==> config.mk <==
export PLATFORM = sky130hd
export DESIGN_NAME = alu_issue_stage
export DESIGN_NICKNAME = d
export VERILOG_FILES = /design/src/rtl/alu_pkg.sv /design/src/rtl/alu_ctrl_decode.sv /design/src/rtl/alu_issue_stage.sv
export SDC_FILE = /design/constraint.sdc
export NUM_CORES = 1
export LEC_CHECK = 0
export ABC_AREA = 1
export CAP_MARGIN = 20
export CORE_MARGIN = 3
export CORE_UTILIZATION = 40
export CTS_BUF_LIST = sky130_fd_sc_hd__clkbuf_16
export DETAILED_ROUTE_END_ITERATION = 16
export GPL_ROUTABILITY_DRIVEN = 0
export PLACE_DENSITY_LB_ADDON = 0.08
export SLEW_MARGIN = 20
export SYNTH_ARGS = -nofsm -noshare
export SYNTH_HDL_FRONTEND = slang
export SYNTH_SLANG_ARGS = --single-unit
==> constraint.sdc <==
create_clock -name clk_i -period 9.9 [get_ports clk_i]
set_input_delay 2.97 -clock clk_i [delete_from_list [all_inputs] [get_ports clk_i]]
set_output_delay 2.97 -clock clk_i [all_outputs]
set_load 0.005 [all_outputs]
==> src/rtl/alu_pkg.sv <==
// rtl/alu_pkg.sv - Opcode and ALU control encodings shared by the issue stage and the ALU.
package alu_pkg;

  localparam logic [6:0] OP_R      = 7'b0110011;
  localparam logic [6:0] OP_IMM    = 7'b0010011;
  localparam logic [6:0] OP_LOAD   = 7'b0000011;
  localparam logic [6:0] OP_STORE  = 7'b0100011;
  localparam logic [6:0] OP_BRANCH = 7'b1100011;

  localparam logic [6:0] F7_BASE = 7'b0000000;
  localparam logic [6:0] F7_ALT  = 7'b0100000;
  localparam logic [6:0] F7_MUL  = 7'b0000001;

  typedef enum logic [3:0] {
    ALU_OR   = 4'b0000,
    ALU_AND  = 4'b0001,
    ALU_ADD  = 4'b0010,
    ALU_SUB  = 4'b0011,
    ALU_MUL  = 4'b0100,
    ALU_ADDI = 4'b0101,
    ALU_LD   = 4'b0110,
    ALU_SD   = 4'b0111,
    ALU_BEQ  = 4'b1000
  } alu_ctrl_e;

  // The ALU treats this code as "output zero"; both ends must agree on it.
  localparam logic [3:0] ILLEGAL_CODE_DEFAULT = 4'b1111;

endpackage

==> src/rtl/alu_ctrl_decode.sv <==
// rtl/alu_ctrl_decode.sv - Combinational RV32 subset decode into ALU control code and operands.
module alu_ctrl_decode
  import alu_pkg::*;
#(
  parameter int         DATA_W       = 32,
  parameter logic [3:0] ILLEGAL_CODE = ILLEGAL_CODE_DEFAULT
) (
  input  logic [31:0]       instr_i,
  input  logic [DATA_W-1:0] rs1_data_i,
  input  logic [DATA_W-1:0] rs2_data_i,
  output logic [3:0]        ctrl_o,
  output logic [DATA_W-1:0] data1_o,
  output logic [DATA_W-1:0] data2_o,
  output logic [DATA_W-1:0] br_imm_o,
  output logic              illegal_o
);

  logic [6:0]        opcode;
  logic [2:0]        funct3;
  logic [6:0]        funct7;
  logic [DATA_W-1:0] imm_i_ext;
  logic [DATA_W-1:0] imm_s_ext;
  logic [DATA_W-1:0] imm_b_ext;
  logic              unused_rs1_field;

  assign opcode = instr_i[6:0];
  assign funct3 = instr_i[14:12];
  assign funct7 = instr_i[31:25];

  // rs1 index is resolved by the register file upstream; only its data arrives here.
  assign unused_rs1_field = ^instr_i[19:15];

  assign imm_i_ext = {{(DATA_W-12){instr_i[31]}}, instr_i[31:20]};
  assign imm_s_ext = {{(DATA_W-12){instr_i[31]}}, instr_i[31:25], instr_i[11:7]};
  assign imm_b_ext = {{(DATA_W-13){instr_i[31]}}, instr_i[31], instr_i[7],
                      instr_i[30:25], instr_i[11:8], 1'b0};

  assign data1_o = rs1_data_i;

  always_comb begin
    ctrl_o    = ILLEGAL_CODE;
    data2_o   = rs2_data_i;
    br_imm_o  = '0;
    illegal_o = 1'b1;
    case (opcode)
      OP_R: begin
        if (funct7 == F7_BASE && funct3 == 3'b110) begin
          ctrl_o    = ALU_OR;
          illegal_o = 1'b0;
        end else if (funct7 == F7_BASE && funct3 == 3'b111) begin
          ctrl_o    = ALU_AND;
          illegal_o = 1'b0;
        end else if (funct7 == F7_BASE && funct3 == 3'b000) begin
          ctrl_o    = ALU_ADD;
          illegal_o = 1'b0;
        end else if (funct7 == F7_ALT && funct3 == 3'b000) begin
          ctrl_o    = ALU_SUB;
          illegal_o = 1'b0;
        end else if (funct7 == F7_MUL && funct3 == 3'b000) begin
          ctrl_o    = ALU_MUL;
          illegal_o = 1'b0;
        end
      end
      OP_IMM: begin
        if (funct3 == 3'b000) begin
          ctrl_o    = ALU_ADDI;
          data2_o   = imm_i_ext;
          illegal_o = 1'b0;
        end
      end
      OP_LOAD: begin
        if (funct3 == 3'b010) begin
          ctrl_o    = ALU_LD;
          data2_o   = imm_i_ext;
          illegal_o = 1'b0;
        end
      end
      OP_STORE: begin
        if (funct3 == 3'b010) begin
          ctrl_o    = ALU_SD;
          data2_o   = imm_s_ext;
          illegal_o = 1'b0;
        end
      end
      OP_BRANCH: begin
        // Comparison runs in the ALU on rs1/rs2; the offset travels separately.
        if (funct3 == 3'b000) begin
          ctrl_o    = ALU_BEQ;
          br_imm_o  = imm_b_ext;
          illegal_o = 1'b0;
        end
      end
      default: begin
        ctrl_o = ILLEGAL_CODE;
      end
    endcase
  end

endmodule

==> src/rtl/alu_issue_stage.sv <==
// rtl/alu_issue_stage.sv - ID/EX register with 2-entry skid buffer feeding the ALU.
module alu_issue_stage
  import alu_pkg::*;
#(
  parameter int         DATA_W       = 32,
  parameter logic [3:0] ILLEGAL_CODE = ILLEGAL_CODE_DEFAULT
) (
  input  logic              clk_i,
  input  logic              rst_i,
  input  logic              flush_i,
  input  logic              in_valid_i,
  output logic              in_ready_o,
  input  logic [31:0]       instr_i,
  input  logic [DATA_W-1:0] rs1_data_i,
  input  logic [DATA_W-1:0] rs2_data_i,
  output logic              out_valid_o,
  input  logic              out_ready_i,
  output logic [3:0]        alu_ctrl_o,
  output logic [DATA_W-1:0] data1_o,
  output logic [DATA_W-1:0] data2_o,
  output logic [DATA_W-1:0] br_imm_o,
  output logic              illegal_o
);

  logic [3:0]        dec_ctrl;
  logic [DATA_W-1:0] dec_data1;
  logic [DATA_W-1:0] dec_data2;
  logic [DATA_W-1:0] dec_br_imm;
  logic              dec_illegal;

  logic              main_valid;
  logic [3:0]        main_ctrl;
  logic [DATA_W-1:0] main_data1;
  logic [DATA_W-1:0] main_data2;
  logic [DATA_W-1:0] main_br_imm;
  logic              main_illegal;

  logic              skid_valid;
  logic [3:0]        skid_ctrl;
  logic [DATA_W-1:0] skid_data1;
  logic [DATA_W-1:0] skid_data2;
  logic [DATA_W-1:0] skid_br_imm;
  logic              skid_illegal;

  logic accept;
  logic drain;
  logic main_from_skid;
  logic main_from_input;
  logic skid_from_input;

  alu_ctrl_decode #(
    .DATA_W       (DATA_W),
    .ILLEGAL_CODE (ILLEGAL_CODE)
  ) u_decode (
    .instr_i    (instr_i),
    .rs1_data_i (rs1_data_i),
    .rs2_data_i (rs2_data_i),
    .ctrl_o     (dec_ctrl),
    .data1_o    (dec_data1),
    .data2_o    (dec_data2),
    .br_imm_o   (dec_br_imm),
    .illegal_o  (dec_illegal)
  );

  // Ready depends only on skid occupancy, so it is a flop output with no input-to-ready path.
  assign in_ready_o = ~skid_valid;

  assign accept = in_valid_i & in_ready_o & ~flush_i;
  assign drain  = main_valid & out_ready_i;

  // When the skid is full, in_ready is low, so accept and skid-refill never coincide.
  always_comb begin
    main_from_skid  = 1'b0;
    main_from_input = 1'b0;
    skid_from_input = 1'b0;
    if (!flush_i) begin
      if (drain && skid_valid) begin
        main_from_skid = 1'b1;
      end else if (accept && (!main_valid || drain)) begin
        main_from_input = 1'b1;
      end else if (accept) begin
        skid_from_input = 1'b1;
      end
    end
  end

  always_ff @(posedge clk_i or posedge rst_i) begin
    if (rst_i) begin
      main_valid <= 1'b0;
      skid_valid <= 1'b0;
    end else if (flush_i) begin
      main_valid <= 1'b0;
      skid_valid <= 1'b0;
    end else begin
      if (main_from_skid || main_from_input) begin
        main_valid <= 1'b1;
      end else if (drain) begin
        main_valid <= 1'b0;
      end
      if (main_from_skid) begin
        skid_valid <= 1'b0;
      end else if (skid_from_input) begin
        skid_valid <= 1'b1;
      end
    end
  end

  always_ff @(posedge clk_i or posedge rst_i) begin
    if (rst_i) begin
      main_ctrl    <= '0;
      main_data1   <= '0;
      main_data2   <= '0;
      main_br_imm  <= '0;
      main_illegal <= 1'b0;
    end else if (main_from_skid) begin
      main_ctrl    <= skid_ctrl;
      main_data1   <= skid_data1;
      main_data2   <= skid_data2;
      main_br_imm  <= skid_br_imm;
      main_illegal <= skid_illegal;
    end else if (main_from_input) begin
      main_ctrl    <= dec_ctrl;
      main_data1   <= dec_data1;
      main_data2   <= dec_data2;
      main_br_imm  <= dec_br_imm;
      main_illegal <= dec_illegal;
    end
  end

  always_ff @(posedge clk_i or posedge rst_i) begin
    if (rst_i) begin
      skid_ctrl    <= '0;
      skid_data1   <= '0;
      skid_data2   <= '0;
      skid_br_imm  <= '0;
      skid_illegal <= 1'b0;
    end else if (skid_from_input) begin
      skid_ctrl    <= dec_ctrl;
      skid_data1   <= dec_data1;
      skid_data2   <= dec_data2;
      skid_br_imm  <= dec_br_imm;
      skid_illegal <= dec_illegal;
    end
  end

  assign out_valid_o = main_valid;
  assign alu_ctrl_o  = main_ctrl;
  assign data1_o     = main_data1;
  assign data2_o     = main_data2;
  assign br_imm_o    = main_br_imm;
  assign illegal_o   = main_illegal;

endmodule

==> results.py, run 1 <==
metrics = {
    "pwr": {
        "share_comb_of_total_power_pct": 18.8,
        "finalPower_mw": 2.02,
        "leakagePower_nw": 5.37,
        "p_switching_uw": 539,
        "internal-power_mw": 1.48,
        "clkPwrFrac_pct": 38.1,
        "power_density_nw_per_um2": 182,
        "power_frac_seq_pct": 43.2,
        "ir_drop_uv": 112,
        "netSwitchingFraction_pct": 26.6,
    },
    "run": {
        "drv_cap": 0,
    },
    "timing": {
        "setup_viol": 0,
        "drv_slew": 0,
        "max-slew-margin-rel_pct": 36.0,
        "finalHoldViolCount": 0,
        "rsz0062_at_grt": "false",
        "setup-tns-final_ps": 0,
        "maxClockFrequency_mhz": 180,
        "skew_ps": 9.33,
        "finalCritPeriodShare_pct": 56.0,
        "timing.final.crit_period_ps": 5550,
        "worstMarginPinSlew_ps": 960,
    },
    "clocking": {
        "clock_latency_ps": 430,
        "clock-root-buffer": "clkbuf_16",
        "post_cts_resized": 0,
        "cts_setup_buffers": 0,
        "cts_buffers": 17,
        "cts_tree": "yes",
        "clk_path_buf_depth": 2,
        "hold_buffers": 0,
        "htree_levels": 4,
        "cts.clk_slew.worst_paths_ps": 70,
        "cts.sinks": 164,
    },
    "global_routing": {
        "first_global_vias": 7197,
        "grt.overflow.total": 0,
        "antenna_found_initial": 0,
        "grt_usage_pct": 20.5,
        "grt_max_degree": 105,
        "grt_pass1_wl_um": 39200,
    },
    "yosys": {
        "ys.flop_type": "dfrtp_1",
        "synth_warnings": 0,
        "ys_seq_area_share_pct": 48.0,
        "async_reset_ff_share_pct": 100,
        "synth.avg_cell_area_um2": 8.02,
        "synthesis.instances": 1066,
        "synth_area_um2": 8550,
        "synth_top_area_cell": "dfrtp_1",
        "synth_edf_count": 0,
        "synth_seq_cells": 164,
        "synth_top_area_share_pct": 48.0,
        "synth.distinct_cells": 32,
        "syn_nets": 1167,
        "synth_area_leaders": "dfrtp_1, nand2_1, o211ai_1, inv_1, a22o_1",
    },
    "outcome": {
        "status": "finished clean",
    },
    "floorplanning": {
        "ios": 204,
        "start_util_pct": 41.5,
        "dieArea_um2": 23200,
        "die_x_um": 152,
        "core_area_um2": 20600,
        "row_count": 52,
        "die_y_um": 152,
    },
    "placement": {
        "portBuffers": 197,
        "dp_hpwl_um": 14900,
    },
    "detailed_routing": {
        "wl_um": 23800,
        "dr_wl_met3_um": 1360,
        "drt_first_iter_violations": 431,
        "dr.pass1.iters": 5,
        "via_per_inst": 5.02,
        "route.detailed.drc": 0,
        "wl_met1_um": 11100,
        "wl_met2_um": 11000,
        "wl_per_cell_um": 16.0,
        "ant_nets": 0,
        "routed.top_layer": "met4",
        "num_vias": 7479,
    },
    "layout": {
        "nNetsFinal": 1308,
        "seq_area_um2": 4100,
        "antennaDiodeCount": 0,
        "fillers": 1922,
        "drive_gt1_share_pct": 8.78,
        "multiInputGateArea_um2": 3640,
        "syn2layout_area_growth_pct": 29.9,
    },
    "critical_path": {
        "startpoint_type": "primary input",
        "cp_max_fo": 58,
        "cp.required_ps": 10260,
        "crit_type": "in2reg",
        "worstSetupEndpointType": "flip-flop",
        "cp.arrival_ps": 5910,
    },
    "worst_hold_path": {
        "worstHoldPathType": "reg2reg",
    },
}
-- final cells by class --
class	instances	share of cell area (%)
flip-flops and latches	164	36.9
multi-input cells	732	32.7
inverters	89	3.05
clock inverters	14	2.22
well taps	270	3.04
clock buffers	17	3.83
repair buffers	203	18.2
-- power groups by stage --
| stage | logic [mW] | clock network, mW | registers (mW) |
|---|---|---|---|
| 2_1_floorplan | 0.186 | 0 | 0.876 |
| 3_3_place_gp | 0.378 | 0 | 0.881 |
| 3_5_place_dp | 0.384 | 0 | 0.883 |
| 4_1_cts | 0.386 | 0.786 | 0.872 |
| 5_1_grt | 0.428 | 0.810 | 0.888 |
| 6_report | 0.380 | 0.770 | 0.873 |
-- kinds of logic after synthesis --
family	Yosys count	synth area share [%]
and+or+nand+nor	554	27.5
AOI/OAI and AO/OA	177	14.9
buffers and inverters	170	9.56
DFF	164	48.0
other	1	0.0439
-- cell usage after synthesis (5+ instances only) --
cell type / number
a22o_1: 31
a22oi_1: 22
buf_2: 37
buf_4: 24
clkbuf_1: 14
clkinv_1: 5
dfrtp_1: 164
inv_1: 75
inv_2: 9
nand2_1: 451
nand2_2: 8
nand3_1: 33
nand3_2: 21
nand4_1: 6
nor2_1: 22
nor2_2: 7
o211ai_1: 55
o21ai_0: 32
o21ai_1: 15
o21ai_2: 20
-- registers in the layout (all words and copies together) (netlist names) --
signal / count
skid_illegal: 1
skid_data2: 32
data2_o: 32
skid_data1: 32
br_imm_o: 12
skid_valid: 1
data1_o: 32
illegal_o: 1
skid_br_imm: 12
out_valid_o: 1
alu_ctrl_o: 4
skid_ctrl: 4
-- layout by cell type, fill, tap and decap left out --
cell type,Yosys,layout
a22o_1,31,31
nand3_1,33,33
o211ai_1,55,55
clkinv_1,5,6
inv_8,0,1
o21ai_2,20,20
clkinvlp_4,0,1
nand4_1,6,6
clkbuf_16,0,17
nand3_2,21,21
o21ai_1,15,15
a22oi_1,22,22
buf_4,24,6
nand2_2,8,8
nor2_4,1,1
o31ai_1,1,1
o21ai_0,32,32
a211oi_1,1,1
conb_1,1,1
nor2_2,7,7
nor3_4,1,1
inv_2,9,9
clkdlybuf4s50_1,0,197
dfrtp_1,164,164
nor3_1,1,1
nand2_1,451,451
inv_6,0,6
inv_1,75,74
bufinv_16,0,6
nand2_4,2,2
nand4_4,0,1
nor2_1,22,22
-- metrics by stage --
step	setup WS, ps	cells	util (%)	hold WS [ps]	area [um2]
final	4350	1489	53.9	478	11100
after global routing	4090	1489	53.9	497	11100
after CTS	4290	1489	53.9	481	11100
after detailed placement	3850	1458	50.6	464	10400
after global placement	3860	1458	50.6	462	10400
after floorplan	2500	1066	-	449	8550
-- routing by layer --
metal  global-route usage (%)  vias up
li1                         -     3720
met1                     28.6     3535
met2                     33.1      204
met3                     4.32       20
met4                     4.79        0
met5                        0        -
-- worst max-delay path, stage by stage --
cell,delay [ps]
clkdlybuf4s50_1,520
nor2_1,100
nand3_1,700
nand2_1,140
inv_2,430
buf_4,660
a22o_1,230
clkinv_1,60
nand2_1,70
-- final timing paths --
| check | startpoint | end | slack (ps) | cells past startpoint |
|---|---|---|---|---|
| max | flush_i | data2_o[24] | 4350 | 9 |
| min | skid_data2[8] | skid_data2[8] | 480 | 2 |
| max in group asynchronous | rst_i | skid_data1[21] | 5440 | 3 |
| min in group asynchronous | rst_i | skid_data2[24] | 3130 | 2 |
| max reg2reg | skid_valid | data2_o[24] | 7060 | 8 |
| min reg2reg | skid_data2[8] | skid_data2[8] | 480 | 2 |
Note: power is estimated with default switching activity, not from simulation.
==> run 2, diff against run 1 <==
Clock period 9.9 ns to 5.25 ns, I/O delays scaled along.
==> results.py, run 2 (synthesized netlist as in run 1, its figures left out) <==
metrics = {
    "layout": {
        "antennaDiodeCount": 0,
        "layout_commonest_cell": "nand2_1",
        "drive_gt1_share_pct": 9.38,
        "design_area_um2": 11100,
        "nNetsFinal": 1314,
        "layout_common_cells": "nand2_1, clkdlybuf4s50_1, dfrtp_1",
        "syn2layout_area_growth_pct": 29.6,
    },
    "clocking": {
        "cts_buffers": 17,
        "clock-root-buffer": "clkbuf_16",
        "clk_path_buf_depth": 2,
        "clock_latency_ps": 430,
        "cts_tree": "yes",
        "htree_levels": 4,
        "cts.clk_slew.worst_paths_ps": 70,
        "cts.sinks": 164,
        "hold_buffers": 0,
        "cts_setup_buffers": 0,
        "post_cts_resized": 0,
    },
    "worst_hold_path": {
        "worstHoldPathType": "reg2reg",
    },
    "global_routing": {
        "grt_max_degree": 165,
        "grt_usage_pct": 20.3,
        "first_global_vias": 7178,
        "grt_pass1_wl_um": 38700,
        "grt.overflow.total": 0,
        "antenna_found_initial": 0,
    },
    "detailed_routing": {
        "wl_um": 23500,
        "wl_per_cell_um": 15.7,
        "drt_first_iter_violations": 430,
        "route.detailed.drc": 0,
        "num_vias": 7442,
        "ant_nets": 0,
        "via_per_inst": 4.97,
        "dr.pass1.iters": 5,
    },
    "placement": {
        "pre_cts_slack_ps": 1390,
        "dp_hpwl_um": 15000,
        "portBuffers": 197,
        "dpl_cell_area_um2": 10500,
    },
    "pwr": {
        "leakagePower_nw": 5.37,
        "ir_drop_uv": 221,
        "power_density_nw_per_um2": 324,
    },
    "timing": {
        "setup_viol": 0,
        "worstMarginPinSlew_ps": 1070,
        "max-slew-margin-rel_pct": 28.9,
        "setup-tns-final_ps": 0,
        "setup_ws_ps": 1810,
        "rsz0062_at_grt": "false",
        "timing.final.crit_period_ps": 3440,
        "finalHoldViolCount": 0,
        "drv_slew": 0,
        "maxClockFrequency_mhz": 291,
        "finalCritPeriodShare_pct": 65.5,
        "skew_ps": 11.1,
    },
    "outcome": {
        "status": "finished clean",
    },
    "critical_path": {
        "cp_max_fo": 32,
        "worstSetupEndpointType": "flip-flop",
        "critical_path.slowest_cell": "inv_2",
        "cp.arrival_ps": 3800,
        "cpMostUsedCell": "buf_4",
        "cp.required_ps": 5610,
        "startpoint_type": "primary input",
        "slowest_delay_ps": 520,
        "crit_type": "in2reg",
        "worstPathCellList": "clkdlybuf4s50_1 -> nor2_1 -> nand3_1 -> buf_4 -> inv_2 -> buf_4 -> a22oi_1 -> nand2_1",
    },
    "floorplanning": {
        "core_area_um2": 20600,
        "die_y_um": 152,
        "ios": 204,
        "dieArea_um2": 23200,
        "die_x_um": 152,
        "row_count": 52,
        "start_util_pct": 41.5,
    },
    "run": {
        "drv_cap": 0,
    },
}
==> run 2: changes by cell type in the layout (fill, tap and decap cells not counted), sizes merged <==
cell / before / now
buf: 6 / 12
inv: 90 / 91
bufinv: 6 / 0
clkinv: 6 / 12
==> run 2: cell type report <==
class	instances	area [um2]
tap	270	338
sequential	164	4100
timing repair buffer	209	2070
clock inverter	15	160
inverter	89	338
multi-input combinational	732	3640
fill	1965	9550
clock buffer	17	425
==> run 2: path summary, 6_finish.rpt <==
path | cells after the start | end | from | slack (ps)
max in group asynchronous | 3 | data2_o[5] | rst_i | 2850
max | 8 | data1_o[19] | flush_i | 1810
max reg2reg | 7 | data1_o[19] | skid_valid | 3060
min reg2reg | 2 | data1_o[10] | data1_o[10] | 480
min | 2 | data1_o[10] | data1_o[10] | 480
min in group asynchronous | 3 | skid_data1[20] | rst_i | 1770
==> run 2: report_power, final <==
part           internal [mW]  switching (mW)  leakage, nW
combinational          0.387           0.332         2.99
sequential              1.51           0.135         2.08
clock                  0.638           0.588        0.289
==> run 2: metrics by stage <==
| step | power (mW) | std cells | util (%) | hold WS, ps |
|---|---|---|---|---|
| final | 3.59 | 1496 | 53.7 | 477 |
| after global routing | 3.81 | 1496 | 53.7 | 498 |
| after CTS | 3.63 | 1496 | 53.7 | 484 |
| after detailed placement | 2.39 | 1464 | 50.9 | 465 |
| after global placement | 2.38 | 1464 | 50.9 | 462 |
| after floorplan | 2.00 | 1066 | - | 449 |
==> run 2: critical path, delay by kind of cell <==
kind	cells	cell delay, ps
AND/OR/NAND/NOR	3	450
AO/OA/AOI/OAI	1	130
buffers and inverters	4	1630
==> run 2: layer usage <==
| layer | part of all wire, % | vias to the layer above | track usage, % | routed length [um] |
|---|---|---|---|---|
| met3 | 5.6 | 11 | 4.77 | 1320 |
| met5 | 0 | - | 0 | 0 |
| met2 | 46 | 193 | 31.7 | 10700 |
| met4 | 0.60 | 0 | 4.15 | 142 |
| met1 | 48 | 3506 | 29.2 | 11300 |
| li1 | - | 3732 | - | - |
==> run 3, diff against run 2 <==
Clock period 5.25 ns to 3.6 ns, I/O delays scaled along.
==> results.py, run 3 (synthesized netlist as in run 1, its figures left out) <==
metrics = {
    "critical_path": {
        "cp.arrival_ps": 1730,
        "cp_max_fo": 21,
        "startpoint_type": "flip-flop",
        "slowest_delay_ps": 680,
        "cp_top_family": "flip-flops",
        "worstSetupEndpointType": "output port",
        "crit_buf_inv": 1,
        "crit_type": "reg2out",
        "critical_path.slowest_cell": "dfrtp_1",
        "cp.required_ps": 2520,
        "worstPathCellList": "clkdlybuf4s50_1",
    },
    "outcome": {
        "status": "finished clean",
    },
    "timing": {
        "worstMarginPinSlew_ps": 1040,
        "finalHoldViolCount": 0,
        "max-slew-margin-rel_pct": 30.4,
        "finalCritPeriodShare_pct": 78.1,
        "maxClockFrequency_mhz": 356,
        "rsz0062_at_grt": "false",
        "timing.final.crit_period_ps": 2810,
        "drv_slew": 0,
        "skew_ps": 11.6,
        "setup-tns-final_ps": 0,
        "setup_viol": 0,
    },
    "clocking": {
        "cts.clk_slew.worst_paths_ps": 70,
        "clk_path_buf_depth": 2,
        "hold_buffers": 0,
        "cts_buffers": 17,
        "clock-root-buffer": "clkbuf_16",
        "cts_setup_buffers": 0,
        "htree_levels": 4,
        "post_cts_resized": 0,
        "cts.sinks": 164,
        "clock_latency_ps": 440,
        "cts_tree": "yes",
    },
    "pwr": {
        "internal-power_mw": 3.76,
        "leakagePower_nw": 5.43,
        "power_frac_seq_pct": 45.4,
        "ir_drop_uv": 330,
        "finalPower_mw": 5.29,
        "netSwitchingFraction_pct": 28.8,
        "power_density_nw_per_um2": 473,
        "share_comb_of_total_power_pct": 20.0,
        "clkPwrFrac_pct": 34.6,
        "p_switching_mw": 1.52,
    },
    "placement": {
        "portBuffers": 197,
        "place_inst": 1474,
        "dp_hpwl_um": 15400,
    },
    "global_routing": {
        "gr-usage-met2_pct": 32.2,
        "use_met1_pct": 28.4,
        "first_global_vias": 7117,
        "grt_usage_pct": 20.4,
        "grt.overflow.total": 0,
        "grt_pass1_wl_um": 38800,
        "antenna_found_initial": 0,
        "gr-max-usage-layer": "met2",
        "met3_usage_pct": 5.65,
        "grt_max_degree": 97,
    },
    "detailed_routing": {
        "wl_per_cell_um": 15.7,
        "drt_first_iter_violations": 448,
        "via_per_inst": 4.94,
        "num_vias": 7446,
        "route.detailed.drc": 0,
        "wl_um": 23600,
        "ant_nets": 0,
        "dr.pass1.iters": 5,
    },
    "layout": {
        "layout_common_cells": "nand2_1, clkdlybuf4s50_1, dfrtp_1",
        "final_cells": 1506,
        "nNetsFinal": 1324,
        "layout_commonest_cell": "nand2_1",
        "multiInputGateArea_um2": 3640,
        "antennaDiodeCount": 0,
        "syn2layout_area_growth_pct": 30.8,
        "fillers": 1892,
        "drive_gt1_share_pct": 10.0,
        "seq_area_um2": 4100,
    },
    "floorplanning": {
        "die_y_um": 152,
        "dieArea_um2": 23200,
        "core_area_um2": 20600,
        "die_x_um": 152,
        "ios": 204,
        "start_util_pct": 41.5,
        "row_count": 52,
    },
    "run": {
        "drv_cap": 0,
    },
    "worst_hold_path": {
        "worstHoldPathType": "reg2reg",
    },
}
-- run 3: final timing paths --
| kind | slack (ps) | start | cells after the start | endpoint |
|---|---|---|---|---|
| worst max-delay path | 790 | br_imm_o[30] | 1 | br_imm_o[23] |
| worst min-delay path | 480 | data1_o[13] | 2 | data1_o[13] |
| worst max register to register | 1750 | out_valid_o | 9 | data2_o[21] |
| worst min register to register | 480 | data1_o[13] | 2 | data1_o[13] |
| max in group asynchronous | 2050 | rst_i | 3 | skid_data2[3] |
| min in group asynchronous | 900 | rst_i | 2 | skid_data1[20] |
-- run 3: cell type report --
type / count / area share, %
Clock buffer: 17 / 3.80
Clock inverter: 15 / 1.49
Inverter: 89 / 3.02
Multi-Input combinational cell: 732 / 32.5
Sequential cell: 164 / 36.7
Tap cell: 270 / 3.02
Timing Repair Buffer: 219 / 19.4
-- run 3: power by group through the flow --
stage	Clock (mW)	Combinational [mW]	Sequential, mW
detailed placement	0	1.06	2.43
global placement	0	1.05	2.42
finish	1.83	1.06	2.40
CTS	1.89	1.07	2.40
global route	1.97	1.19	2.44
floorplan	0	0.511	2.41
-- run 3: worst reg2reg max path, cell delays in order, from the launching register on --
cell,delay [ps]
dfrtp_1,440
nand2_1,110
nor2_2,50
nand2_2,150
nand2_1,90
inv_2,60
buf_4,520
a22o_1,270
clkinv_1,60
nand2_1,60
-- run 3: metrics by stage --
| stage | util (%) | area (um2) | hold WS (ps) | setup WS (ps) |
|---|---|---|---|---|
| after CTS | 54.2 | 11200 | 483 | 740 |
| final | 54.2 | 11200 | 478 | 788 |
| after global routing | 54.2 | 11200 | 493 | 624 |
| after floorplan | - | 8550 | 449 | 435 |
| after detailed placement | 51.4 | 10600 | 465 | 554 |
| after global placement | 51.4 | 10600 | 462 | 564 |
-- run 3: routing by layer --
metal,vias to the layer above,wire (um)
met2,207,10800
met1,3486,11100
met3,6,1530
li1,3747,-
met4,0,142
met5,-,0
